### src/rtl/rca2_fault_locator_if.sv
// rtl/rca2_fault_locator_if.sv - TPG/adder observation inputs and diagnosis results of the fault locator
//
// Purpose : groups every non-clock/reset signal of rca2_fault_locator.
// Ports   : test, pat_valid, count[CW], at/bt[WIDTH], cint,
//           adder_sums/adder_carrys[WIDTH]            (master -> slave)
//           fault_map[WIDTH], f0_idx/f1_idx[IW], f0_vld, f1_vld,
//           too_many, seq_err, busy, done             (slave -> master)
// The slave modport is the locator; the master modport is whoever drives
// the test session (TPG / top level / testbench).

interface rca2_fault_locator_if #(
    parameter int WIDTH = 4,
    parameter int NPAT  = 8
);
    localparam int CW = $clog2(NPAT);
    localparam int IW = $clog2(WIDTH);

    logic             test;
    logic             pat_valid;
    logic [CW-1:0]    count;
    logic [WIDTH-1:0] at;
    logic [WIDTH-1:0] bt;
    logic             cint;
    logic [WIDTH-1:0] adder_sums;
    logic [WIDTH-1:0] adder_carrys;

    logic [WIDTH-1:0] fault_map;
    logic [IW-1:0]    f0_idx;
    logic             f0_vld;
    logic [IW-1:0]    f1_idx;
    logic             f1_vld;
    logic             too_many;
    logic             seq_err;
    logic             busy;
    logic             done;

    modport master (
        output test, pat_valid, count, at, bt, cint, adder_sums, adder_carrys,
        input  fault_map, f0_idx, f0_vld, f1_idx, f1_vld, too_many, seq_err, busy, done
    );

    modport slave (
        input  test, pat_valid, count, at, bt, cint, adder_sums, adder_carrys,
        output fault_map, f0_idx, f0_vld, f1_idx, f1_vld, too_many, seq_err, busy, done
    );
endinterface

### src/rtl/rca2_fault_locator.sv
// rtl/rca2_fault_locator.sv - per-stage fault diagnosis for the reconfigurable double-fault RCA
//
// Purpose : during a test session, checks each full-adder stage of the RCA
//           under test against the TPG pattern, accumulates a sticky fault
//           map, and at session end reports the two lowest faulty stages.
// Ports   : clk     rising-edge clock
//           init_n  asynchronous active-low reset
//           bus     rca2_fault_locator_if.slave (TPG/adder in, results out)

module rca2_fault_locator #(
    parameter int WIDTH = 4,
    parameter int NPAT  = 8
) (
    input  logic                 clk,
    input  logic                 init_n,
    rca2_fault_locator_if.slave  bus
);
    localparam int              CW       = $clog2(NPAT);
    localparam int              IW       = $clog2(WIDTH);
    localparam int              PW       = $clog2(WIDTH + 1);
    localparam logic [CW-1:0]   LAST_PAT = CW'(NPAT - 1);

    typedef enum logic [1:0] {
        S_IDLE,
        S_TEST,
        S_EVAL,
        S_DONE
    } state_t;

    state_t state, state_n;

    logic start, take, abort, eval_en;

    logic [WIDTH-1:0] fault_map_q;
    logic [IW-1:0]    f0_q, f1_q;
    logic             f0_vld_q, f1_vld_q;
    logic             too_many_q;
    logic             seq_err_q;
    logic             done_q;
    logic [CW-1:0]    pcnt;

    // Each stage is judged against its actual upstream carry, so a single
    // faulty carry does not also flag every stage downstream of it.
    logic [WIDTH-1:0] cin_vec;
    logic [WIDTH-1:0] mismatch;

    assign cin_vec  = {bus.adder_carrys[WIDTH-2:0], bus.cint};
    assign mismatch = (bus.adder_sums ^ bus.at ^ bus.bt ^ cin_vec)
                    | (bus.adder_carrys ^ ((bus.at & bus.bt) | (bus.at & cin_vec) | (bus.bt & cin_vec)));

    // Two lowest set bits and population count of the fault map.
    logic [IW-1:0] f0_n, f1_n;
    logic          f0_vld_n, f1_vld_n;
    logic [PW-1:0] pop;

    always_comb begin
        f0_n     = '0;
        f1_n     = '0;
        f0_vld_n = 1'b0;
        f1_vld_n = 1'b0;
        pop      = '0;
        for (int i = 0; i < WIDTH; i++) begin
            if (fault_map_q[i]) begin
                if (!f0_vld_n) begin
                    f0_n     = IW'(i);
                    f0_vld_n = 1'b1;
                end else if (!f1_vld_n) begin
                    f1_n     = IW'(i);
                    f1_vld_n = 1'b1;
                end
                pop = pop + PW'(1);
            end
        end
    end

    always_ff @(posedge clk or negedge init_n) begin
        if (!init_n) begin
            state <= S_IDLE;
        end else begin
            state <= state_n;
        end
    end

    always_comb begin
        state_n = state;
        start   = 1'b0;
        take    = 1'b0;
        abort   = 1'b0;
        eval_en = 1'b0;
        case (state)
            S_IDLE: begin
                if (bus.test) begin
                    start   = 1'b1;
                    state_n = S_TEST;
                end
            end
            S_TEST: begin
                // A valid pattern always wins over test=0; the abort waits
                // for the next non-valid cycle.
                if (bus.pat_valid) begin
                    take = 1'b1;
                    if (pcnt == LAST_PAT) begin
                        state_n = S_EVAL;
                    end
                end else if (!bus.test) begin
                    abort   = 1'b1;
                    state_n = S_IDLE;
                end
            end
            S_EVAL: begin
                eval_en = 1'b1;
                state_n = S_DONE;
            end
            S_DONE: begin
                if (!bus.test) begin
                    state_n = S_IDLE;
                end
            end
            default: state_n = S_IDLE;
        endcase
    end

    always_ff @(posedge clk or negedge init_n) begin
        if (!init_n) begin
            fault_map_q <= '0;
            f0_q        <= '0;
            f1_q        <= '0;
            f0_vld_q    <= 1'b0;
            f1_vld_q    <= 1'b0;
            too_many_q  <= 1'b0;
            seq_err_q   <= 1'b0;
            done_q      <= 1'b0;
            pcnt        <= '0;
        end else begin
            // done lags the state by one clock: it rises two clocks after the
            // last pattern and falls one clock after IDLE is re-entered.
            done_q <= (state == S_DONE);

            if (start) begin
                fault_map_q <= '0;
                f0_q        <= '0;
                f1_q        <= '0;
                f0_vld_q    <= 1'b0;
                f1_vld_q    <= 1'b0;
                too_many_q  <= 1'b0;
                seq_err_q   <= 1'b0;
                pcnt        <= '0;
            end

            if (take) begin
                fault_map_q <= fault_map_q | mismatch;
                seq_err_q   <= seq_err_q | (bus.count != pcnt);
                pcnt        <= (pcnt == LAST_PAT) ? '0 : pcnt + CW'(1);
            end

            if (abort) begin
                fault_map_q <= '0;
            end

            if (eval_en) begin
                f0_q       <= f0_n;
                f1_q       <= f1_n;
                f0_vld_q   <= f0_vld_n;
                f1_vld_q   <= f1_vld_n;
                too_many_q <= (pop > PW'(2));
            end
        end
    end

    assign bus.fault_map = fault_map_q;
    assign bus.f0_idx    = f0_q;
    assign bus.f0_vld    = f0_vld_q;
    assign bus.f1_idx    = f1_q;
    assign bus.f1_vld    = f1_vld_q;
    assign bus.too_many  = too_many_q;
    assign bus.seq_err   = seq_err_q;
    assign bus.busy      = (state == S_TEST) || (state == S_EVAL);
    assign bus.done      = done_q;

endmodule
### src/flat_wrapper.sv
// flat-port wrapper written by rule: the top's interface ports become plain ports
module rca2_fault_locator_flat 
#(
    parameter int WIDTH = 4,
    parameter int NPAT  = 8
)
  (clk, init_n, bus_test, bus_pat_valid, bus_count, bus_at, bus_bt, bus_cint, bus_adder_sums, bus_adder_carrys, bus_fault_map, bus_f0_idx, bus_f0_vld, bus_f1_idx, bus_f1_vld, bus_too_many, bus_seq_err, bus_busy, bus_done);
  rca2_fault_locator_if #(.WIDTH(WIDTH), .NPAT(NPAT)) bus_i ();
  input  logic clk;
  input  logic init_n;
  input wire logic [$bits(bus_i.test)-1:0] bus_test;
  input wire logic [$bits(bus_i.pat_valid)-1:0] bus_pat_valid;
  input wire logic [$bits(bus_i.count)-1:0] bus_count;
  input wire logic [$bits(bus_i.at)-1:0] bus_at;
  input wire logic [$bits(bus_i.bt)-1:0] bus_bt;
  input wire logic [$bits(bus_i.cint)-1:0] bus_cint;
  input wire logic [$bits(bus_i.adder_sums)-1:0] bus_adder_sums;
  input wire logic [$bits(bus_i.adder_carrys)-1:0] bus_adder_carrys;
  output wire logic [$bits(bus_i.fault_map)-1:0] bus_fault_map;
  output wire logic [$bits(bus_i.f0_idx)-1:0] bus_f0_idx;
  output wire logic [$bits(bus_i.f0_vld)-1:0] bus_f0_vld;
  output wire logic [$bits(bus_i.f1_idx)-1:0] bus_f1_idx;
  output wire logic [$bits(bus_i.f1_vld)-1:0] bus_f1_vld;
  output wire logic [$bits(bus_i.too_many)-1:0] bus_too_many;
  output wire logic [$bits(bus_i.seq_err)-1:0] bus_seq_err;
  output wire logic [$bits(bus_i.busy)-1:0] bus_busy;
  output wire logic [$bits(bus_i.done)-1:0] bus_done;
  assign bus_i.test = bus_test;
  assign bus_i.pat_valid = bus_pat_valid;
  assign bus_i.count = bus_count;
  assign bus_i.at = bus_at;
  assign bus_i.bt = bus_bt;
  assign bus_i.cint = bus_cint;
  assign bus_i.adder_sums = bus_adder_sums;
  assign bus_i.adder_carrys = bus_adder_carrys;
  assign bus_fault_map = bus_i.fault_map;
  assign bus_f0_idx = bus_i.f0_idx;
  assign bus_f0_vld = bus_i.f0_vld;
  assign bus_f1_idx = bus_i.f1_idx;
  assign bus_f1_vld = bus_i.f1_vld;
  assign bus_too_many = bus_i.too_many;
  assign bus_seq_err = bus_i.seq_err;
  assign bus_busy = bus_i.busy;
  assign bus_done = bus_i.done;
  rca2_fault_locator #(.WIDTH(WIDTH), .NPAT(NPAT)) u_core (.clk(clk), .init_n(init_n), .bus(bus_i));
endmodule
### config.mk
export PLATFORM = sky130hd
export DESIGN_NAME = rca2_fault_locator_flat
export DESIGN_NICKNAME = d
export VERILOG_FILES = /design/src/rtl/rca2_fault_locator_if.sv /design/src/rtl/rca2_fault_locator.sv /design/src/flat_wrapper.sv
export SDC_FILE = /design/constraint.sdc
export NUM_CORES = 1
export LEC_CHECK = 0
export ABC_AREA = 1
export BUFFER_PORTS_ARGS = -buffer_cell sky130_fd_sc_hd__buf_2
export CAP_MARGIN = 10
export CORE_MARGIN = 1.5
export CORE_UTILIZATION = 48
export DETAILED_ROUTE_END_ITERATION = 10
export PLACE_DENSITY = 0.74
export SLEW_MARGIN = 40
export SYNTH_ARGS = -nofsm -noshare
export SYNTH_HDL_FRONTEND = slang
export SYNTH_SLANG_ARGS = --single-unit
### constraint.sdc
create_clock -name clk -period 2.5 [get_ports clk]
set_input_delay 0.25 -clock clk [delete_from_list [all_inputs] [get_ports clk]]
set_output_delay 0.25 -clock clk [all_outputs]
set_load 0.02 [all_outputs]
==> results of run 1 <==
state kept, by name, indices dropped and copies added (netlist names):
signal                flops
u_core.bus.seq_err        1
u_core.state              2
u_core.bus.f1_vld         1
u_core.bus.fault_map      4
u_core.bus.f0_vld         1
u_core.bus.too_many       1
u_core.bus.f1_idx         2
u_core.bus.f0_idx         2
u_core.bus.done           1
u_core.pcnt               3
cells by family after synthesis:
family,after synthesis,synth area share
AOI/OAI and AO/OA,23,0.0918
and+or+nand+nor,119,0.356
xor gates and xnor gates,3,0.0189
buffers and inverters,34,0.0927
adders and majority gates,13,0.117
DFF,18,0.324
routing by layer:
metal	part of all wire	GRT usage	vias to the layer above
met5	0	0	-
met4	0.0083	0.0598	0
met3	0.029	0.0300	2
met2	0.47	0.349	24
met1	0.49	0.241	599
li1	-	-	742
final timing paths:
check | cells after the start | start | endpoint
hold reg to reg | 2 | u_core.bus.f1_vld | u_core.bus.f1_vld
min in group asynchronous | 2 | init_n | u_core.bus.too_many
max in group asynchronous | 2 | init_n | u_core.pcnt[1]
setup / recovery | 11 | u_core.bus.fault_map[1] | u_core.bus.too_many
setup reg to reg | 11 | u_core.bus.fault_map[1] | u_core.bus.too_many
hold / removal | 5 | bus_count[0] | u_core.bus.seq_err
stage by stage:
step,power (mW),hold WS (ps),cell area [sq um],utilization
finish,1.60,322,1660,0.600
global route,1.76,339,1660,0.600
CTS,1.61,315,1660,0.600
detailed placement,1.42,208,1610,0.583
global placement,1.40,202,1610,0.583
floorplan,1.17,-45.6,1390,-
synthesized netlist by cell type, drive strengths merged:
| master | count | area, sq um |
|---|---|---|
| inv | 33 | 124 |
| o21ai | 12 | 60.1 |
| a22o | 2 | 17.5 |
| nor3 | 1 | 5.00 |
| buf | 1 | 5.00 |
| o31ai | 2 | 15.0 |
| ha | 13 | 163 |
| nor2 | 11 | 56.3 |
| dfrtp | 18 | 450 |
| nand2 | 84 | 318 |
| nand3 | 23 | 115 |
| xnor2 | 2 | 17.5 |
| a21oi | 7 | 35.0 |
| xor2 | 1 | 8.76 |
layout make-up:
| cell class | count | area (sq um) | share of cell area |
|---|---|---|---|
| well taps | 31 | 38.8 | 0.0234 |
| clock buffers | 4 | 36.3 | 0.0219 |
| multi-input cells | 158 | 811 | 0.490 |
| inverters | 33 | 124 | 0.0748 |
| repair buffers | 38 | 195 | 0.118 |
| flip-flops and latches | 18 | 450 | 0.272 |
critical path: cells and delay by family, from the launching register on:
| kind | cells | cell delay [ps] |
|---|---|---|
| buffers and inverters | 1 | 120 |
| and+or+nand+nor | 8 | 610 |
| DFF | 1 | 450 |
| adders and majority gates | 2 | 580 |
repair_timing:
item | in CTS | in global routing
endpoints found under the hold margin | 18 | 0
hold buffers | 1 | 0
gates resized for setup | 0 | 0
power groups by stage:
stage               Clock [mW]  Sequential, mW  Combinational [mW]
detailed placement           0           0.520               0.902
finish                   0.184           0.514               0.899
floorplan                    0           0.611               0.560
global placement             0           0.516               0.884
global route             0.203           0.532                1.03
CTS                      0.190           0.516               0.908
==> out/qor.yml, run 1 <==
die:
  core-area_sq_um: 2760
  die_y_microns: 56.8
  die_area_sq_um: 3230
  initial_core_util: 0.504
  io_pins: 38
  rows: 19
  fp.dieW_microns: 56.8
yosys:
  synth_cell_type_count: 19
  syn_nets: 247
  synth_area_sq_um: 1390
  synthCells: 210
  avgSynthCellArea_sq_um: 6.62
  yosys_warnings: 0
  ys_ff_latch: 18
  yosysSeqAreaShare: 0.324
final_layout:
  drive_gt1_frac: 0.191
  final_cells: 282
  final_cell_mix: "83 x nand2_1, 37 x buf_2, 31 x inv_1"
  fill_cells: 272
  layout_commonest_cell: "nand2_1"
  diodes: 0
  area_growth_pct: 19.1
  fin_nets: 289
pwr:
  power.internal_mw: 0.822
  ir_worst_vdd_mv: 0.594
  p_per_area_nw_per_um2: 964
  pwr-share-seq: 0.322
  swShare: 0.485
  leakage_nw: 1.04
  comb_power_share: 0.563
  p_switching_mw: 0.774
  clkPwrFrac: 0.115
clock_network:
  htree_levels: 1
  clk_pin_slew_worst_paths_ps: 110
  root_buffer: "clkbuf_4"
  numCtsBuffers: 3
  clock-sinks: 18
  post-cts-setup-buffers: 0
  cts.path.max_buffers: 2
  clk_latency_ps: 300
  cts_tree: "done"
setup_path:
  end_kind: "flip-flop"
  cp.required_ps: 2700
  cp_slowest_cell: "dfrtp_1"
  cpPeakStageDelay_ps: 450
  worst-setup-path-type: "flip-flop to flip-flop"
  r2r_slack_ps: 660
  cp_max_fo: 6
  cp-start-kind: "flip-flop"
  cpMostUsedCell: "nand2_1"
  arrival_ps: 2050
  cp_cell_sequence: "inv_1 -> ha_1 -> nor2_1 -> nor2_4 -> ha_1 -> nand2_1 -> nor2_2 -> nor2_1 -> nand3_1 -> nand2_1 -> nand2_1"
sta:
  timing.final.crit_share: 0.738
  max_slew_margin: 0.735
  finalClockSkew_ps: 4.30
  worst_slack_ps: 656
  min_period_ps: 1840
  drv_slew: 0
  hold_viol: 0
  tns_ps: 0
  rsz0062_at_grt: "no"
  fmax_ghz: 0.542
  setup_viol: 0
  worst_pin_slew_ps: 398
grt:
  grt.overflow.total: 0
  grt_pass1_vias: 1219
  grt_pass1_wl_microns: 5060
  track_usage: 0.196
  antenna_found_initial: 0
  grt_max_degree: 19
detailed_routing:
  wl_per_cell_microns: 9.85
  vias: 1367
  dr.pass1.iters: 4
  drc: 0
  drt_iter0_markers: 52
  antenna_left: 0
  viasPerCell: 4.85
  wl_microns: 2780
run:
  cap_violations: 0
placed_design:
  dp_hpwl_microns: 2260
  numPortBuffers: 37
  placed_cells: 277
  place_ws_ps: 667
  routabilityCongestion: 0.795
hold_path:
  hp-class: "input pin to flip-flop"
outcome:
  status: "finished clean"
(Power assumes the default switching activity.)
==> run 2: changes to the inputs <==
--- a/config.mk
+++ b/config.mk
@@ -5,13 +5,13 @@
 export SDC_FILE = /design/constraint.sdc
 export NUM_CORES = 1
 export LEC_CHECK = 0
-export ABC_AREA = 1
+export ABC_AREA = 0
 export BUFFER_PORTS_ARGS = -buffer_cell sky130_fd_sc_hd__buf_2
 export CAP_MARGIN = 10
 export CORE_MARGIN = 1.5
 export CORE_UTILIZATION = 48
 export DETAILED_ROUTE_END_ITERATION = 10
-export PLACE_DENSITY = 0.74
+export PLACE_DENSITY = 0.75
 export SLEW_MARGIN = 40
 export SYNTH_ARGS = -nofsm -noshare
 export SYNTH_HDL_FRONTEND = slang
==> constraint.sdc (replaced) <==
create_clock -name clk -period 1.8 [get_ports clk]
set_input_delay 0.18 -clock clk [delete_from_list [all_inputs] [get_ports clk]]
set_output_delay 0.18 -clock clk [all_outputs]
set_load 0.02 [all_outputs]
==> run 2 against run 1 <==
The run now ends with negative setup slack left. Sequential share of layout area down 0.36 points. Clock skew up 5.5 ps. Clock power up 40%. Largest cell class unchanged. Non-clock buffer count up 8. Setup slack worse by 690 ps. Cell area up 1.9%. Worst hold slack worse by 120 ps. Critical path depth down 3. Power up 74%. Core utilization up 6.2 points. Largest power group unchanged. Sequential power up 46%. Critical path type unchanged.
==> out/qor.yml, run 2 <==
yosys:
  yosysTopAreaCellShare: 0.339
  syn_nets: 188
  yosys_warnings: 0
  synth_edf_count: 0
  ys_top_cells_by_count: "18 x dfrtp_1, 15 x nand2_1, 13 x a21oi_1, 13 x ha_1"
  ys_top_cells_by_area: "dfrtp_1 34%, ha_1 12%, xor2_1 7.3%"
  synthCells: 151
  synth_area_sq_um: 1330
  avgSynthCellArea_sq_um: 8.80
  ys_ff_latch: 18
  async_flop_share: 1.00
  yosys.area.top_type: "dfrtp_1"
  synth_cell_type_count: 35
  synth_ff_type: "dfrtp_1"
  post-synth-top-count-cell: "dfrtp_1"
  yosysSeqAreaShare: 0.339
clock_network:
  numCtsBuffers: 3
  clock-sinks: 18
  clk_latency_ps: 310
  clk_pin_slew_worst_paths_ps: 110
  cts_tree: "done"
  root_buffer: "clkbuf_4"
  htree_levels: 1
  cts.path.max_buffers: 2
sta:
  max_slew_margin: 0.730
  fmax_ghz: 0.545
  tns_ps: -36.4
  finalClockSkew_ps: 9.80
  drv_slew: 0
  timing.final.crit_share: 1.02
  hold_slack_ps: 201
  setup_viol: 1
  hold_viol: 0
  rsz0062_at_grt: "yes"
  worst_pin_slew_ps: 405
  min_period_ps: 1840
  worst_slack_ps: -36.4
run:
  cap_violations: 0
grt:
  grt_max_degree: 19
  grt_pass1_vias: 1262
  antenna_found_initial: 0
  track_usage: 0.206
  grt_pass1_wl_microns: 5160
  grt.overflow.total: 0
detailed_routing:
  dr.pass1.iters: 4
  vias: 1285
  viasPerCell: 5.69
  wl_per_cell_microns: 13.2
  drt_iter0_markers: 34
  antenna_left: 0
  drc: 0
  wl_microns: 2980
setup_path:
  crit_family: "compound AO/OA/AOI/OAI gates"
  cp_cell_sequence: "buf_4 -> ha_2 -> inv_1 -> mux2i_2 -> ha_4 -> o22ai_2 -> a211o_1 -> a41oi_2"
  cp.required_ps: 2040
  arrival_ps: 2070
  cp_slowest_cell: "dfrtp_2"
  end_kind: "flip-flop"
  crit_buf_inv: 2
  cp_max_fo: 2
  cp-start-kind: "flip-flop"
  cpPeakStageDelay_ps: 450
  worst-setup-path-type: "flip-flop to flip-flop"
outcome:
  status: "finished, violations left"
  violations: "negative setup slack"
final_layout:
  drive_gt1_frac: 0.337
  area_growth_pct: 26.9
  fin_nets: 234
  largest_reg_flops: 4
  diodes: 0
  final_cells: 226
  final_cell_mix: "37 x buf_2, 16 x dfrtp_1, 15 x nand2_1"
  fill_cells: 207
  layout_commonest_cell: "buf_2"
  final_util: 0.663
pwr:
  ir_worst_vdd_mv: 0.999
  leakage_nw: 0.805
  p_per_area_nw_per_um2: 1650
  power_mw: 2.78
die:
  rows: 18
  initial_core_util: 0.522
  io_pins: 38
  fp.dieW_microns: 55.6
  core-area_sq_um: 2540
  die_area_sq_um: 3090
  die_y_microns: 55.6
placed_design:
  placed_cells: 216
  dp_hpwl_microns: 2270
  routabilityCongestion: 0.826
  numPortBuffers: 37
hold_path:
  hp-class: "input pin to flip-flop"
-- run 2: cell count changes after synthesis, moves of 3 or more --
cell / previous run / this run
nand3_1: 23 / 5
a21oi_1: 7 / 13
xor2_1: 1 / 11
nor2_2: 3 / 0
o21ai_0: 8 / 11
o21a_1: 0 / 4
o22ai_1: 0 / 6
nand2_1: 83 / 15
inv_1: 31 / 9
or3_1: 0 / 5
nand2b_1: 0 / 3
a221oi_1: 0 / 3
-- run 2: final timing paths --
kind	endpoint	slack, ps	from	cells after the start
max	u_core.bus.too_many	-40	u_core.bus.fault_map[0]	8
min	u_core.pcnt[0]	200	bus_pat_valid	3
max reg2reg	u_core.bus.too_many	-40	u_core.bus.fault_map[0]	8
min reg2reg	u_core.bus.f1_idx[0]	540	u_core.bus.f1_idx[0]	2
max in group asynchronous	u_core.bus.fault_map[1]	1170	init_n	2
min in group asynchronous	u_core.bus.f1_idx[0]	320	init_n	2
-- run 2: cell families after synthesis --
kind of cell             share of synthesized area
flip-flops                                   0.339
multiplexers                                0.0151
AO/OA/AOI/OAI                                0.235
adder cells (fa/ha/maj)                      0.122
XOR/XNOR                                    0.0791
buffers and inverters                       0.0518
AND/OR/NAND/NOR                              0.157
-- run 2: tightest hold or removal path: cells and delay by family --
family | cells | cell delay [ps]
buffers and inverters | 1 | 120
AND/OR/NAND/NOR | 1 | 100
AO/OA/AOI/OAI | 1 | 70
-- run 2: stage by stage --
step	worst slack (ps)	instance area [sq um]
after global placement	50.9	1550
final	-36.4	1690
after global routing	-72.3	1690
after detailed placement	-50.5	1550
after CTS	11.8	1640
after floorplan	14.7	1340
-- run 2: power breakdown --
part | total, mW | leakage (nW) | switching, mW | internal [mW]
clock | 0.258 | 0.0210 | 0.134 | 0.124
sequential | 0.751 | 0.232 | 0.174 | 0.577
combinational | 1.77 | 0.552 | 0.966 | 0.803
total | 2.78 | 0.805 | 1.27 | 1.50
-- run 2: cell type report --
cell class,instances,area (sq um),share of cell area
clock buffers,4,36.3,0.0215
inverters,9,36.3,0.0215
multi-input cells,119,868,0.515
flip-flops and latches,18,453,0.269
well taps,30,37.5,0.0223
repair buffers,46,255,0.151
-- run 2: per-layer routing --
| layer | global-route usage | routed length (microns) | vias to the layer above |
|---|---|---|---|
| li1 | - | - | 628 |
| met1 | 0.224 | 1280 | 605 |
| met2 | 0.386 | 1510 | 47 |
| met3 | 0.0349 | 136 | 5 |
| met4 | 0.0941 | 53 | 0 |
| met5 | 0 | 0 | - |
-- run 2: repair_timing --
item	in CTS	in global routing
setup endpoints to repair	1	3
setup buffers	4	1
gates resized for setup	3	7
hold endpoints to repair	18	0
hold buffers	1	0
pin swaps	2	6
